<file path="src/rtl/shared_ram_rr.sv">
// Shared single-ported RAM for NUM_PORTS cores with a round-robin arbiter and 1-cycle read latency.
// Optional build macro PARITY_EN adds a stored even-parity bit and a read parity-error flag.
module shared_ram_rr #(
  parameter int unsigned WIDTH      = 12,
  parameter int unsigned DEPTH      = 256,
  parameter int unsigned ADDR_WIDTH = $clog2(DEPTH),
  parameter int unsigned NUM_PORTS  = 4,
  parameter int unsigned IDX_WIDTH  = $clog2(NUM_PORTS)
) (
  input  logic                            clk,
  input  logic                            rstN,
  input  logic [NUM_PORTS-1:0]            req,
  input  logic [NUM_PORTS-1:0]            wrEn,
  input  logic [NUM_PORTS*ADDR_WIDTH-1:0] addr,
  input  logic [NUM_PORTS*WIDTH-1:0]      dataIn,
  output logic [NUM_PORTS-1:0]            gnt,
  output logic [NUM_PORTS-1:0]            rdValid,
  output logic [WIDTH-1:0]                dataOut,
  output logic                            parityErr
);

`ifdef PARITY_EN
  localparam int unsigned MEM_WIDTH = WIDTH + 1;
`else
  localparam int unsigned MEM_WIDTH = WIDTH;
`endif

  logic [IDX_WIDTH-1:0]  ptr;
  logic [IDX_WIDTH-1:0]  ptr_next;
  logic [IDX_WIDTH-1:0]  win;
  logic                  any_gnt;
  logic [ADDR_WIDTH-1:0] win_addr;
  logic [WIDTH-1:0]      win_data;
  logic                  win_wr;
  int unsigned           idx;

  logic [IDX_WIDTH-1:0]  sel_reg;
  logic [ADDR_WIDTH-1:0] addr_reg;
  logic [WIDTH-1:0]      data_in_reg;
  logic                  wr_en_reg;
  logic                  valid_reg;

  logic [MEM_WIDTH-1:0]  mem [DEPTH];
  logic [MEM_WIDTH-1:0]  wr_word;
  logic [MEM_WIDTH-1:0]  rd_word;
  logic                  in_range;
  logic                  rd_active;

  // Round-robin search starting at ptr; the first requester wins.
  always_comb begin
    any_gnt = 1'b0;
    win     = '0;
    idx     = 0;
    for (int i = 0; i < int'(NUM_PORTS); i++) begin
      idx = (int'(ptr) + i) % NUM_PORTS;
      if (!any_gnt && req[idx]) begin
        any_gnt = 1'b1;
        win     = IDX_WIDTH'(idx);
      end
    end
    if (!rstN) any_gnt = 1'b0;
    gnt = '0;
    if (any_gnt) gnt[win] = 1'b1;
    ptr_next = (win == IDX_WIDTH'(NUM_PORTS - 1)) ? '0 : IDX_WIDTH'(win + 1'b1);
    win_addr = addr[int'(win)*ADDR_WIDTH +: ADDR_WIDTH];
    win_data = dataIn[int'(win)*WIDTH +: WIDTH];
    win_wr   = wrEn[win];
  end

  // Arbitration pointer and captured request of the winner.
  always_ff @(posedge clk or negedge rstN) begin
    if (!rstN) begin
      ptr         <= '0;
      sel_reg     <= '0;
      addr_reg    <= '0;
      data_in_reg <= '0;
      wr_en_reg   <= 1'b0;
      valid_reg   <= 1'b0;
    end else if (any_gnt) begin
      ptr         <= ptr_next;
      sel_reg     <= win;
      addr_reg    <= win_addr;
      data_in_reg <= win_data;
      wr_en_reg   <= win_wr;
      valid_reg   <= 1'b1;
    end else begin
      wr_en_reg   <= 1'b0;
      valid_reg   <= 1'b0;
    end
  end

  assign in_range  = ({1'b0, addr_reg} < (ADDR_WIDTH + 1)'(DEPTH));
  assign rd_active = valid_reg & ~wr_en_reg;

`ifdef PARITY_EN
  assign wr_word = {^data_in_reg, data_in_reg};
`else
  assign wr_word = data_in_reg;
`endif

  // Memory array is never reset; an async reset clears valid_reg so a pending write is dropped.
  always_ff @(posedge clk) begin
    if (valid_reg && wr_en_reg && in_range) mem[addr_reg] <= wr_word;
  end

  // Read is combinational from the registered address; no bypass of a same-cycle write.
  always_comb begin
    rd_word = in_range ? mem[addr_reg] : '0;
    rdValid = '0;
    if (rd_active) rdValid[sel_reg] = 1'b1;
    dataOut = (rd_active && in_range) ? rd_word[WIDTH-1:0] : '0;
`ifdef PARITY_EN
    parityErr = rd_active & in_range & (^rd_word);
`else
    parityErr = 1'b0;
`endif
  end

endmodule

</file>
<file path="config.mk">
export PLATFORM = sky130hd
export DESIGN_NAME = shared_ram_rr
export DESIGN_NICKNAME = d
export VERILOG_FILES = /design/src/rtl/shared_ram_rr.sv
export SDC_FILE = /design/constraint.sdc
export NUM_CORES = 2
export LEC_CHECK = 0
export BUFFER_PORTS_ARGS = -buffer_cell sky130_fd_sc_hd__buf_4
export CAP_MARGIN = 20
export CORE_UTILIZATION = 62
export DETAILED_ROUTE_END_ITERATION = 16
export PLACE_DENSITY_LB_ADDON = 0.08
export SYNTH_ARGS = -nofsm -noshare
export SYNTH_HDL_FRONTEND = slang
export SYNTH_SLANG_ARGS = --single-unit
export TNS_END_PERCENT = 1
</file>
<file path="constraint.sdc">
create_clock -name clk -period 4.9 [get_ports clk]
set_input_delay 0.735 -clock clk [delete_from_list [all_inputs] [get_ports clk]]
set_output_delay 0.735 -clock clk [all_outputs]
set_load 0.01 [all_outputs]
</file>
Word-level counts from Yosys, hierarchy flattened:

Memory sizes are Yosys's and may differ from the RTL's.
Index checks and enable logic that the tools add are counted.

* add/subtract/negate cells: 4
* $mul: 1
* order comparisons: 8
* equality and inequality tests: 1
* shifts and indexed selects: 2
* mux-type cells: 31
* bitwise logic cells: 2
* reduce and logical (&&, ||, !) cells: 9

Operators with widths (count)
* 48-bit by 7-bit variable part select with 12-bit output: 1
* 32-bit by 6-bit variable part select with 8-bit output: 1
* 2-bit by 3-bit < comparator with 1-bit output (second input constant): 6
* 1-bit two-way mux: 16
* 12-bit two-way mux: 1
* 1-bit binary-select mux with 2-bit select: 5
* 2-bit two-way mux: 5
* 4-bit two-way mux: 2
* 1-bit logical AND: 6
* 2-bit by 1-bit adder with 2-bit output (second input constant): 2
* 2-bit adder (second input constant): 2
* 1-bit demux with 2-bit select: 2
* 2-bit by 1-bit greater-or-equal comparator with 1-bit output (second input constant): 2
* 2-bit by 2-bit multiplier with 4-bit output (second input constant): 1
* 1-bit zero test: 3
* 2-bit equality test (second input constant): 1
* 1-bit bitwise AND: 1
* 1-bit NOT: 1

* register bits after elaboration: 26
* RAM bits: 3072
* bits of input ports: 90
* logic and storage cells: 65
* memories kept: 1

Memory list
* mem: depth 256, width 12, rd ports 1, clocked after Yosys merged registers in 0, wr ports 1, line 43 `logic [MEM_WIDTH-1:0] mem [DEPTH];`

Longest topological paths before layout:

* word-level depth: 17
* mapped depth: 13
* mapped depth without buffers: 8

Least setup slack after synthesis:

Ideal clock, no wire load.

* path type: register to register
* start point: reg data_in_reg[0]
* end point: mem mem[0][0] (netlist name) (data pin)
* library setup time: 804 ps
* arrival: 3183 ps
* data required time: 4096 ps
* path slack: 913 ps
* cell stages (with the launch flop): 1
* path buffers: 0
* clock period less this slack: 3987 ps
* path through: dfrtp_1

RTL lines
* start, declared: line 39 `logic [WIDTH-1:0] data_in_reg;`
* start signal, assigned: line 83 `data_in_reg <= win_data;`
* end, declared: line 43

No word-level cell before the write port.

Worst setup path in the final report:

* start point: reg addr_reg[0]
* end point: out dataOut[7]

* cells in the longest elaborated chain, start to end: 2

RTL lines
* start, declared: line 38 `logic [ADDR_WIDTH-1:0] addr_reg;`
* start signal, assigned: line 82 `addr_reg <= win_addr;`
* memory read 256 x 12 bit
* 12-bit two-way mux: line 111 `dataOut = (rd_active && in_range) ? rd_word[WIDTH-1:0] : '0;`
* end, declared: line 18 `output logic [WIDTH-1:0] dataOut,`

Every way passes these cells.

==> qor.csv <==
metric,value,unit
WP data arrival,4.66,ns
total number of vias,63662,
Finished Layout Cells,9026,
outcome,finished with violations,
Setup WS post-layout,-0.490,ns
max reg flops,3072,
fmax,0.186,GHz
remaining global-route overflow,0,
Worst setup EP type,output pin,
DRC errors left,0,
leak pwr,45.4,nW
vias in the first global route,61877,
layout cells sized above 1,33.2,%
Final min period,5.39,ns
area of the multi-input gates,26300,um2
first-pass GRT wire length,486000,um
"EDFF count, synth",3072,
Setup Skew,0.0617,ns
power per cell area,534,nW/um2
"critical path fanouts, max",12,
biggest area consumer among synthesized cells,edfxtp_1,
largest cells by area after synthesis,"edfxtp_1 77%, mux4_2 15%, mux2i_1 1.5%",
Avg Inst Size Synth,22.0,um2
htree depth,5,
Tightest Pin Transition,1.22,ns
layout overhead on the synthesized area,16.3,%
violated checks,setup timing,
# rows,161,
initial antenna violation count,16,
die area,196000,um2
placed instance area,128000,um2
post-synthesis sequential area ratio,77.1,%
clk_lat worst skew,0.98,ns
Cells after DPL,8382,
Slew Limit Headroom,18.8,%
# IOs,111,
Final Hold Fails,0,
drt pass-1 iters,12,
Die H,443,um
Max Buffers Root-to-Sink,4,
RSZ-0062 raised after global routing,true,
WS Path Type,flop to output pin,
Synth Register Bits,3098,
Die Wd,443,um
Post-Syn Area,120000,um2
post-synth cell types,71,
share of the synthesized area in the top cell type,76.6,%
Syn Nets,5577,
Commonest cells post-synth,"3,072 x edfxtp_1, 802 x mux4_2, 296 x nor2_1, 221 x nand2_1, 179 x mux2i_1",
YS warnings,0,
CTS sink count,3098,
Routed wire per std cell,38.8,um
PortBufs,109,
Tot Pwr,74.7,mW
Synth async-reset ratio,0.839,%
# setup viols final,12,
CTS tree,built,
final wirelength,350000,um
DRT iter0 DRCs,10578,
post-route ant nets,0,
nets,6359,
starting density of the core,62.5,%
synthesized instance count,5483,
Core Footprint,193000,um2
design area,140000,um2
fillcell total,10925,
placer congestion estimate,1.03,
vias per inst,7.05,
HP Class,input port to flop,
GR Util All Layers,36.2,%
Reg area,93000,um2
Clock Pin Slew Worst Setup and Hold Paths,0.06,ns
Max Cap Viol,0,
VDD IR max,0.425,mV
Worst EP required,4.16,ns
Final Cycle Share,110,%
most frequent cell after synthesis,edfxtp_1,
largest net degree at the start of global routing,197,
Clock Tree Root,clkbuf_16,
Startpoint Class,flop,
ys flop type,edfxtp_1,
post-DP HPWL,215000,um
max-slew violations,0,
Num CTS Buffers,317,
-- critical path, stage by stage, from the launching register on --
cell and delay (ns):
dfrtp_4 0.56, buf_16 0.19, buf_16 0.17, inv_16 0.14, buf_16 0.22, mux2i_4 0.54
buf_6 0.18, o22ai_4 0.06, nor3_4 0.39, nand4_1 0.50, o31a_1 0.52, buf_6 0.16
-- metal layers --
metal	share of wire (%)	vias to the layer above	GRT usage, %
met3	14	963	10.5
met1	35	33180	50.7
met2	45	4814	52.8
met4	6.1	16	18.5
met5	0.032	-	0
li1	-	24689	-
-- timing repair --
| item | 4_1_cts | 5_1_grt |
|---|---|---|
| setup endpoints to repair | 12 | 12 |
| buffers inserted | 53 | 9 |
| gates resized for setup | 156 | 50 |
| pin swaps | 27 | 17 |
| hold endpoints to repair | 26 | 0 |
| cloned | 25 | 1 |
| hold buffers | 1 | 0 |
-- layout make-up --
cell class / count / area share, %
well taps: 2526 / 2.26
clock buffers: 379 / 5.97
repair buffers: 788 / 5.50
inverters: 16 / 0.0652
flip-flops and latches: 3098 / 66.4
clock inverters: 167 / 1.04
multi-input cells: 2044 / 18.8
diodes: 8 / 0.0143
-- cells in the final DEF, fill, tap and decap left out, types with 9 or more instances in the layout --
cell type	n
a211oi_1	19
buf_4	668
clkbuf_1	53
nor2b_1	18
buf_16	38
bufbuf_16	15
clkinv_1	76
mux2_2	9
mux2i_1	161
inv_1	10
a31oi_1	13
clkbuf_16	327
a21oi_1	37
nor3_1	15
dfrtp_4	17
clkinv_2	54
mux4_2	802
and2_1	13
buf_12	43
o21ai_1	9
nand4_1	14
nor2_1	291
mux2i_2	10
o211ai_1	13
a22oi_1	48
o21ai_0	64
o32ai_1	16
o22ai_1	40
edfxtp_1	3072
nand3_1	48
nand2_1	216
buf_6	17
a221oi_1	15
bufinv_16	27
-- through the flow --
stage               util [%]  setup TNS (ns)  setup slack (ns)  hold slack, ns
global placement        66.2          -0.770            -0.390           0.535
floorplan                  -               0             0.913           0.439
CTS                     72.4           -2.09            -0.219          0.0345
detailed placement      66.3          -0.665            -0.285           0.551
finish                  72.6           -3.47            -0.490          0.0854
global route            72.6           -3.13            -0.387          0.0824
-- where the power goes --
group          switching, mW  internal [mW]  leakage (nW)
Sequential             0.722           31.6          28.1
Combinational           11.8           7.35          12.5
Clock                   9.75           13.5          4.81
Total                   22.3           52.5          45.4
-- cells by family (layout without fill, tap and decap cells) --
kind of cell	after synthesis	in the layout	synth area share [%]
flip-flops	3098	3098	77.1
multiplexers	992	992	16.6
buffers and inverters	341	1350	1.68
other	1	9	0.00311
AO/OA/AOI/OAI	364	364	2.07
AND/OR/NAND/NOR	683	683	2.44
adder cells (fa/ha/maj)	4	4	0.0416
-- final timing paths --
check | start | to | slack [ns] | cells after the start
min reg2reg | sel_reg[1] | sel_reg[1] | 0.57 | 2
min in group asynchronous | rstN | ptr[0] | 0.32 | 2
min | wrEn[2] | wr_en_reg | 0.09 | 3
max | addr_reg[0] | dataOut[7] | -0.49 | 11
max reg2reg | addr_reg[2] | mem[189][3] | 0.61 | 7
max in group asynchronous | rstN | addr_reg[1] | 4.17 | 2
(Power assumes the default switching activity.)
